===== src/rtl/secuenciador_ciclo_if.sv =====
// Cycle-counter bus: the sequencer (master) drives enable and terminal length,
// and the counter (slave) returns its current count.
interface secuenciador_ciclo_if #(
   parameter int unsigned CONT_W = 5,
   parameter int unsigned T_W    = 6
);
   logic              EN_cuenta;
   logic [T_W-1:0]    tiempo;
   logic [CONT_W-1:0] cuenta;

   modport master (output EN_cuenta, output tiempo, input cuenta);
   modport slave  (input EN_cuenta, input tiempo, output cuenta);
endinterface


===== src/rtl/secuenciador_ciclo.sv =====
// secuenciador_ciclo: drives the cycle counter through n periods of phase A then phase B.
// Optional shadow-count check of the counter is enabled by defining SECUENCIADOR_CICLO_CHECK_EN.
module secuenciador_ciclo #(
   parameter int unsigned CONT_W = 5,
   parameter int unsigned T_W    = 6,
   parameter int unsigned N_W    = 4
) (
   input  logic                 clk,
   input  logic                 reset,
   input  logic                 start,
   input  logic                 parar,
   input  logic [T_W-1:0]       tiempo_a,
   input  logic [T_W-1:0]       tiempo_b,
   input  logic [N_W-1:0]       n_ciclos,
   secuenciador_ciclo_if.master bus,
   output logic                 fase,
   output logic                 ocupado,
   output logic                 fin,
   output logic [N_W-1:0]       ciclo_actual,
   output logic                 error
);

   localparam int unsigned T_MAX = 1 << CONT_W;

   typedef enum logic [1:0] {
      IDLE   = 2'd0,
      FASE_A = 2'd1,
      FASE_B = 2'd2,
      FIN    = 2'd3
   } state_t;

   state_t         state;
   logic           en_q;
   logic [T_W-1:0] tiempo_q;
   logic [T_W-1:0] lat_a;
   logic [T_W-1:0] lat_b;
   logic [N_W-1:0] lat_n;
   logic           term_hit_c;
   logic           desajuste_c;

   // Lengths the counter cannot represent are forced into 1..2^CONT_W.
   function automatic logic [T_W-1:0] clamp_t(input logic [T_W-1:0] t);
      if (t == '0)
         return T_W'(1);
      else if (32'(t) > T_MAX)
         return T_W'(T_MAX);
      else
         return t;
   endfunction

   assign bus.EN_cuenta = en_q;
   assign bus.tiempo    = tiempo_q;
   assign term_hit_c    = (T_W'(bus.cuenta) == (tiempo_q - T_W'(1)));

`ifdef SECUENCIADOR_CICLO_CHECK_EN
   logic [CONT_W-1:0] sombra;
   logic              error_q;

   assign desajuste_c = en_q && (sombra != bus.cuenta);
   assign error       = error_q;

   // Shadow count restarts on every phase entry, exactly as the counter should.
   always_ff @(posedge clk or negedge reset) begin
      if (!reset) begin
         sombra  <= '0;
         error_q <= 1'b0;
      end else begin
         if (!en_q || term_hit_c)
            sombra <= '0;
         else
            sombra <= sombra + CONT_W'(1);
         if (desajuste_c)
            error_q <= 1'b1;
      end
   end
`else
   assign desajuste_c = 1'b0;
   assign error       = 1'b0;
`endif

   // Sequencer FSM with registered outputs.
   always_ff @(posedge clk or negedge reset) begin
      if (!reset) begin
         state        <= IDLE;
         en_q         <= 1'b0;
         tiempo_q     <= '0;
         fase         <= 1'b0;
         ocupado      <= 1'b0;
         fin          <= 1'b0;
         ciclo_actual <= '0;
         lat_a        <= '0;
         lat_b        <= '0;
         lat_n        <= '0;
      end else begin
         fin <= 1'b0;
         if ((state != IDLE) && (parar || desajuste_c)) begin
            state        <= IDLE;
            en_q         <= 1'b0;
            tiempo_q     <= '0;
            fase         <= 1'b0;
            ocupado      <= 1'b0;
            ciclo_actual <= '0;
         end else begin
            case (state)
               IDLE: begin
                  if (start && !parar && !error) begin
                     lat_a        <= clamp_t(tiempo_a);
                     lat_b        <= clamp_t(tiempo_b);
                     lat_n        <= n_ciclos;
                     ocupado      <= 1'b1;
                     ciclo_actual <= '0;
                     fase         <= 1'b0;
                     if (n_ciclos == '0) begin
                        state <= FIN;
                        fin   <= 1'b1;
                     end else begin
                        state    <= FASE_A;
                        en_q     <= 1'b1;
                        tiempo_q <= clamp_t(tiempo_a);
                     end
                  end
               end
               FASE_A: begin
                  if (term_hit_c) begin
                     state    <= FASE_B;
                     tiempo_q <= lat_b;
                     fase     <= 1'b1;
                  end
               end
               FASE_B: begin
                  if (term_hit_c) begin
                     if (ciclo_actual == (lat_n - N_W'(1))) begin
                        state    <= FIN;
                        en_q     <= 1'b0;
                        tiempo_q <= '0;
                        fase     <= 1'b0;
                        fin      <= 1'b1;
                     end else begin
                        state        <= FASE_A;
                        ciclo_actual <= ciclo_actual + N_W'(1);
                        tiempo_q     <= lat_a;
                        fase         <= 1'b0;
                     end
                  end
               end
               FIN: begin
                  state        <= IDLE;
                  ocupado      <= 1'b0;
                  ciclo_actual <= '0;
               end
               default: state <= IDLE;
            endcase
         end
      end
   end

endmodule


===== src/flat_wrapper.sv =====
// flat-port wrapper written by rule: the top's interface ports become plain ports
module secuenciador_ciclo_flat 
#(
   parameter int unsigned CONT_W = 5,
   parameter int unsigned T_W    = 6,
   parameter int unsigned N_W    = 4
)
  (clk, reset, start, parar, tiempo_a, tiempo_b, n_ciclos, fase, ocupado, fin, ciclo_actual, error, bus_EN_cuenta, bus_tiempo, bus_cuenta);
  secuenciador_ciclo_if #(.CONT_W(CONT_W), .T_W(T_W)) bus_i ();
  input  logic clk;
  input  logic reset;
  input  logic start;
  input  logic parar;
  input  logic [T_W-1:0] tiempo_a;
  input  logic [T_W-1:0] tiempo_b;
  input  logic [N_W-1:0] n_ciclos;
  output logic fase;
  output logic ocupado;
  output logic fin;
  output logic [N_W-1:0] ciclo_actual;
  output logic error;
  output wire logic [$bits(bus_i.EN_cuenta)-1:0] bus_EN_cuenta;
  output wire logic [$bits(bus_i.tiempo)-1:0] bus_tiempo;
  input wire logic [$bits(bus_i.cuenta)-1:0] bus_cuenta;
  assign bus_EN_cuenta = bus_i.EN_cuenta;
  assign bus_tiempo = bus_i.tiempo;
  assign bus_i.cuenta = bus_cuenta;
  secuenciador_ciclo #(.CONT_W(CONT_W), .T_W(T_W), .N_W(N_W)) u_core (.clk(clk), .reset(reset), .start(start), .parar(parar), .tiempo_a(tiempo_a), .tiempo_b(tiempo_b), .n_ciclos(n_ciclos), .bus(bus_i), .fase(fase), .ocupado(ocupado), .fin(fin), .ciclo_actual(ciclo_actual), .error(error));
endmodule

===== config.mk =====
export PLATFORM = sky130hd
export DESIGN_NAME = secuenciador_ciclo_flat
export DESIGN_NICKNAME = d
export VERILOG_FILES = /design/src/rtl/secuenciador_ciclo_if.sv /design/src/rtl/secuenciador_ciclo.sv /design/src/flat_wrapper.sv
export SDC_FILE = /design/constraint.sdc
export NUM_CORES = 1
export LEC_CHECK = 0
export ABC_AREA = 1
export CORE_MARGIN = 4
export CORE_UTILIZATION = 45
export DETAILED_ROUTE_END_ITERATION = 8
export GPL_ROUTABILITY_DRIVEN = 0
export PLACE_DENSITY_LB_ADDON = 0.15
export SYNTH_ARGS = -nofsm -noshare
export SYNTH_HDL_FRONTEND = slang
export SYNTH_SLANG_ARGS = --single-unit

===== constraint.sdc =====
create_clock -name clk -period 2.2 [get_ports clk]
set_clock_uncertainty 0.1 [all_clocks]
set_input_delay 0.44 -clock clk [delete_from_list [all_inputs] [get_ports clk]]
set_output_delay 0.44 -clock clk [all_outputs]
set_load 0.01 [all_outputs]

### Yosys cells after proc, flatten, opt, wreduce, memory -nomap -nowiden

Cells that the tools add are included.

* word-level logic and storage cells: 89
* bits of input ports: 25
* memory bits (writable): 0
* bits in read-only memories: 0
* output and inout port bits: 15
* memories: 0
* latch bits: 0
* register bits after elaboration: 32

* muxes and demuxes: 43
* reduce and logical (&&, ||, !) cells: 19
* $add $sub $neg: 3
* order comparisons: 2
* shift operators: 0
* equal/unequal tests: 11
* bitwise gates (word level): 1
* div/mod/pow operators: 0
* multipliers: 0

Operator list (count)
* $mux W6: 10
* $pmux W6 S3: 1
* $mux W1: 16
* $mux W4: 4
* $gt A6 B6 Y1 const B: 2
* $logic_not A6 Y1: 2
* $mux W2: 6
* $ne A3 B1 Y1 const B: 4
* $pmux W4 S3: 1
* $reduce_and A5 Y1: 2
* $pmux W2 S4: 1
* $reduce_and A4 Y1: 2
* $reduce_bool A4 Y1: 2
* $eq A5 B6 Y1: 1
* $ne A3 B2 Y1 const B: 2
* $pmux W1 S2: 3
* $reduce_and A3 Y1: 2
* $reduce_bool A3 Y1: 2
* $sub A6 B1 Y6 const B: 1
* $add A4 B1 Y4 const B: 1
* $eq A2 B2 Y1 const B: 2
* $eq A4 B4 Y1: 1
* $logic_not A4 Y1: 1
* $sub A4 B1 Y4 const B: 1
* other kinds (8): 9

### Depth between registers and ports, before layout

* depth after elaboration: 7
* mapped depth: 13
* gate-level depth less buffers: 13

### Worst setup path after synthesis

Ideal clock, no wire load.

* path type: register to register
* start: reg u_core.tiempo_q[0] (netlist: u_core.bus.tiempo[0])
* end: reg u_core.tiempo_q[2] (netlist: u_core.bus.tiempo[2])
* buffers on the path: 0
* stages on the path, launching flop included: 12
* period minus slack after synthesis: 1883 ps
* setup slack: 317 ps
* arrival time: 1664 ps
* library setup time: 119 ps
* path through: dfrtp_1 inv_1 ha_1 xnor2_1 nor2_1 nand3_1 nor2_1 nand2_2 o21ai_4 nand3_4 nand2_1 nand2_1

* word-level cells in the longest chain between the ends: 4
* elaborated cells between the ends (all ways): 5
* classes of those cells: add/sub: 1; eq/ne: 3; reduce/logical: 1

RTL lines
* from (decl): RTL line secuenciador_ciclo.sv:34 `logic [T_W-1:0] tiempo_q;`
* from (signal assigned): RTL line secuenciador_ciclo.sv:119 `tiempo_q <= clamp_t(tiempo_a);`
* from (signal assigned): RTL line secuenciador_ciclo.sv:126 `tiempo_q <= lat_b;`
* from (signal assigned): RTL line secuenciador_ciclo.sv:141 `tiempo_q <= lat_a;`
* $sub A6 B1 Y6 *: RTL line secuenciador_ciclo.sv:53 `assign term_hit_c = (T_W'(bus.cuenta) == (tiempo_q - T_W'(1)));`
* $eq A5 B6 Y1 *: RTL line secuenciador_ciclo.sv:53
* $ne A3 B1 Y1 (no source line)
* $reduce_and A5 Y1 (no source line) *

Mark *: on every way between the ends. The rest lies on a longest branch, timed or not.
A chain may end at the register's enable or synchronous reset.

### Worst setup path in the final report

Same ends and word-level chain as after synthesis.

==> impl_metrics.tcl <==
set metrics [dict create \
    num_vias 2007 \
    dr.pass1.iters 4 \
    r2r_setup_slack_ns 0.22 \
    syn2layout_area_growth_pct 27.9 \
    setup_violations 0 \
    setup-tns-final_ns 0 \
    postSynthRegisterBits 32 \
    clk_path_buf_depth 2 \
    post_dp_cell_area_um2 2550 \
    status "complete, no violations" \
    synth_fp_nets 325 \
    first_global_vias 1830 \
    timing.critical_path.cells "inv_2, ha_2, xnor2_1, nor2_1, nand3_1, nor2_1, nand2_2, o21ai_4, buf_4, nand4_1, nand2_1" \
    clock_insertion_delay_worst_skew_ns 0.28 \
    antenna_found_initial 0 \
    drtAntennaViolNets 0 \
    holdCritStartpoint "u_core.bus.EN_cuenta$_DFFE_PN0P_" \
    rsz0062_at_grt "false" \
    filler_cell_count 423 \
    post_synth_main_area_contributors "dfrtp_1 (39%), nand2_1 (18%), inv_1 (6.0%)" \
    num-nets-final 372 \
    total_leakage_power_nw 1.32 \
    total_area_of_multi_input_combinational_cells_um2 1120 \
    fp.dieArea_um2 5750 \
    fmax_ghz 0.505 \
    synth_largest_type_area_fraction_pct 38.6 \
    initial_utilization_pct 46.9 \
    dpl.cell_count 384 \
    part_of_the_cycle_the_worst_path_needs_pct 90.0 \
    floorplan.rows 24 \
    post_drt_wl_per_cell_um 12.1 \
    clkSinkCount 32 \
    hp-class "reg2reg" \
    synth_async_sr_flop_share_pct 100 \
    syn-mean-instance-area_um2 7.10 \
    register_area_um2 801 \
    critPathMostFrequentCell "nor2_1" \
    synth_area_um2 2070 \
    antenna_cells_inserted 0 \
    setup.worst_path.start_class "register" \
    floorplan.die.height_um 75.9 \
    ys_types 31 \
    buffer_ports.inserted 38 \
    worst_setup_path_end_kind "register" \
    max_cap_viol_count 0 \
    min_delay_worst_endpoint "u_core.bus.EN_cuenta$_DFFE_PN0P_" \
    power.density_nw_per_um2 1300 \
    drt-initial-drc-count 120 \
    period_needed_ns 1.98 \
    setup_slack_ns 0.220 \
    num_io_pins 40 \
    post_dp_hpwl_um 3660 \
    clkTransAtPathRegs_ns 0.07 \
    synthFlopType "dfrtp_1" \
    holdPathStages 2 \
    via_per_inst 5.12 \
    netlist_top_cells_count "nand2_1 (99), inv_1 (33), dfrtp_1 (32)" \
    grt.overflow.total 0 \
    report.final.slew_viol_count 0 \
    path_buf_inv 2 \
    final_design_area_no_fill_um2 2650 \
    postSynthCellCount 292 \
    setup.worst_path.class "reg2reg" \
    drive_above_1_share_pct 8.53 \
    grt.total_usage_pct 18.3 \
    synth_edf_count 0 \
    regToRegEndpoint "u_core.bus.tiempo[2]$_DFFE_PN0P_" \
    die_x_um 75.9 \
    critical_path_arrival_ns 2.11 \
    maximum_number_of_pins_on_one_net_before_global_route_repair 33 \
    pre_cts_slack_ns 0.0704 \
    synth_top_cell_by_area "dfrtp_1" \
    warning_count_from_the_yosys_run 0 \
    tritoncts "yes" \
    stdcell_count 392 \
    slowest_delay_ns 0.42 \
    h-tree-depth 2 \
    grt_first_pass_wirelength_um 8150 \
    critical_path.slowest_cell "dfrtp_1" \
    most_common_cell_in_the_synthesized_netlist "nand2_1" \
    hold_viol 0 \
    critical_path_required_ns 2.32 \
    clock_tree.root_cell "clkbuf_8" \
    critical_path.top_delay_family "simple AND/OR/NAND/NOR gates" \
    cts_buffers 5 \
    path_depth_of_the_worst_reg2reg_path 11 \
    cts.repair_timing.setup_buffer_count 0 \
    p_total_mw 3.43 \
    residual_drc_count 0 \
    cp_max_fo 6 \
    rr_startpoint "u_core.bus.tiempo[0]$_DFFE_PN0P_" \
    synth_sequential_area_ratio_pct 38.6 \
    area_of_the_core_region_um2 4410 \
    wl_um 4760 \
    peakVddDrop_uv 675 \
]
==> flip-flops by register name (all words and copies together) (netlist names) <==
name / cells
u_core.ciclo_actual: 4
u_core.state: 2
u_core.lat_n: 4
u_core.fin: 1
u_core.bus.EN_cuenta: 1
u_core.fase: 1
u_core.ocupado: 1
u_core.lat_b: 6
u_core.lat_a: 6
u_core.bus.tiempo: 6
==> tightest hold or removal path: stages (launching register included) <==
cell and delay (ns):
dfrtp_1 0.35, nand2_1 0.05, nand2_1 0.05
==> repair_timing <==
item / CTS / global route
gates resized for setup: 0 / 2
endpoints found under the setup margin: 0 / 1
endpoints found under the hold margin: 0 / 0
hold buffers: 0 / 0
==> placed cells by master, fill, tap and decap left out, drive strengths merged <==
master / count
a21oi: 16
a22o: 1
a22oi: 1
and2: 1
buf: 9
clkbuf: 6
clkdlybuf4s50: 38
clkinv: 2
conb: 1
dfrtp: 32
ha: 8
inv: 33
nand2: 101
nand3: 24
nand3b: 2
nand4: 10
nor2: 20
nor3: 1
nor4: 2
o21a: 2
o21ai: 22
o22ai: 1
or2: 1
xnor2: 4
xor2: 2
==> layout make-up <==
type	instances	area share [%]
Tap cell	52	2.46
Timing Repair Buffer	47	16.9
Inverter	33	4.67
Clock buffer	6	3.12
Clock inverter	2	0.378
Sequential cell	32	30.2
Multi-Input combinational cell	220	42.3
==> kinds of logic after synthesis <==
| kind of cell | after synthesis | synth area share (%) |
|---|---|---|
| XOR/XNOR | 6 | 2.54 |
| AO/OA/AOI/OAI | 43 | 11.5 |
| adder cells (fa/ha/maj) | 8 | 4.83 |
| flip-flops | 32 | 38.6 |
| buffers and inverters | 40 | 7.43 |
| AND/OR/NAND/NOR | 162 | 34.8 |
| other | 1 | 0.181 |
==> worst max path at each step <==
stage | cells past startpoint | end | slack, ns | start
detailed placement | 12 | u_core.bus.tiempo[4]$_DFFE_PN0P_ | 0.07 | bus_cuenta[0]
CTS | 11 | u_core.bus.tiempo[4]$_DFFE_PN0P_ | 0.19 | u_core.bus.tiempo[0]$_DFFE_PN0P_
floorplan | 11 | u_core.bus.tiempo[2]$_DFFE_PN0P_ | 0.32 | u_core.bus.tiempo[0]$_DFFE_PN0P_
finish | 11 | u_core.bus.tiempo[2]$_DFFE_PN0P_ | 0.22 | u_core.bus.tiempo[0]$_DFFE_PN0P_
global route | 11 | u_core.bus.tiempo[4]$_DFFE_PN0P_ | 0.05 | u_core.bus.tiempo[0]$_DFFE_PN0P_
global placement | 11 | u_core.bus.tiempo[5]$_DFFE_PN0P_ | 0.14 | parar
==> where the power goes <==
group          internal, mW  leakage (nW)  total (mW)  switching (mW)
registers             0.825         0.412        1.02           0.194
clock network         0.249        0.0510       0.468           0.218
logic                 0.815         0.857        1.95            1.13
==> per-stage QoR <==
stage               util (%)  hold WS (ns)
finish                  60.0         0.383
global route            60.0         0.407
CTS                     60.0         0.390
detailed placement      57.9         0.371
global placement        57.9         0.353
floorplan                  -        0.0444
==> metal layers <==
| layer | vias up | GRT usage, % | share of wire [%] |
|---|---|---|---|
| met3 | 6 | 3.96 | 4.2 |
| met5 | - | 0 | 0 |
| met4 | 0 | 5.24 | 1.3 |
| met2 | 39 | 28.3 | 46 |
| li1 | 1039 | - | - |
| met1 | 923 | 25.8 | 48 |
Power figures use the tool's default switching activity.
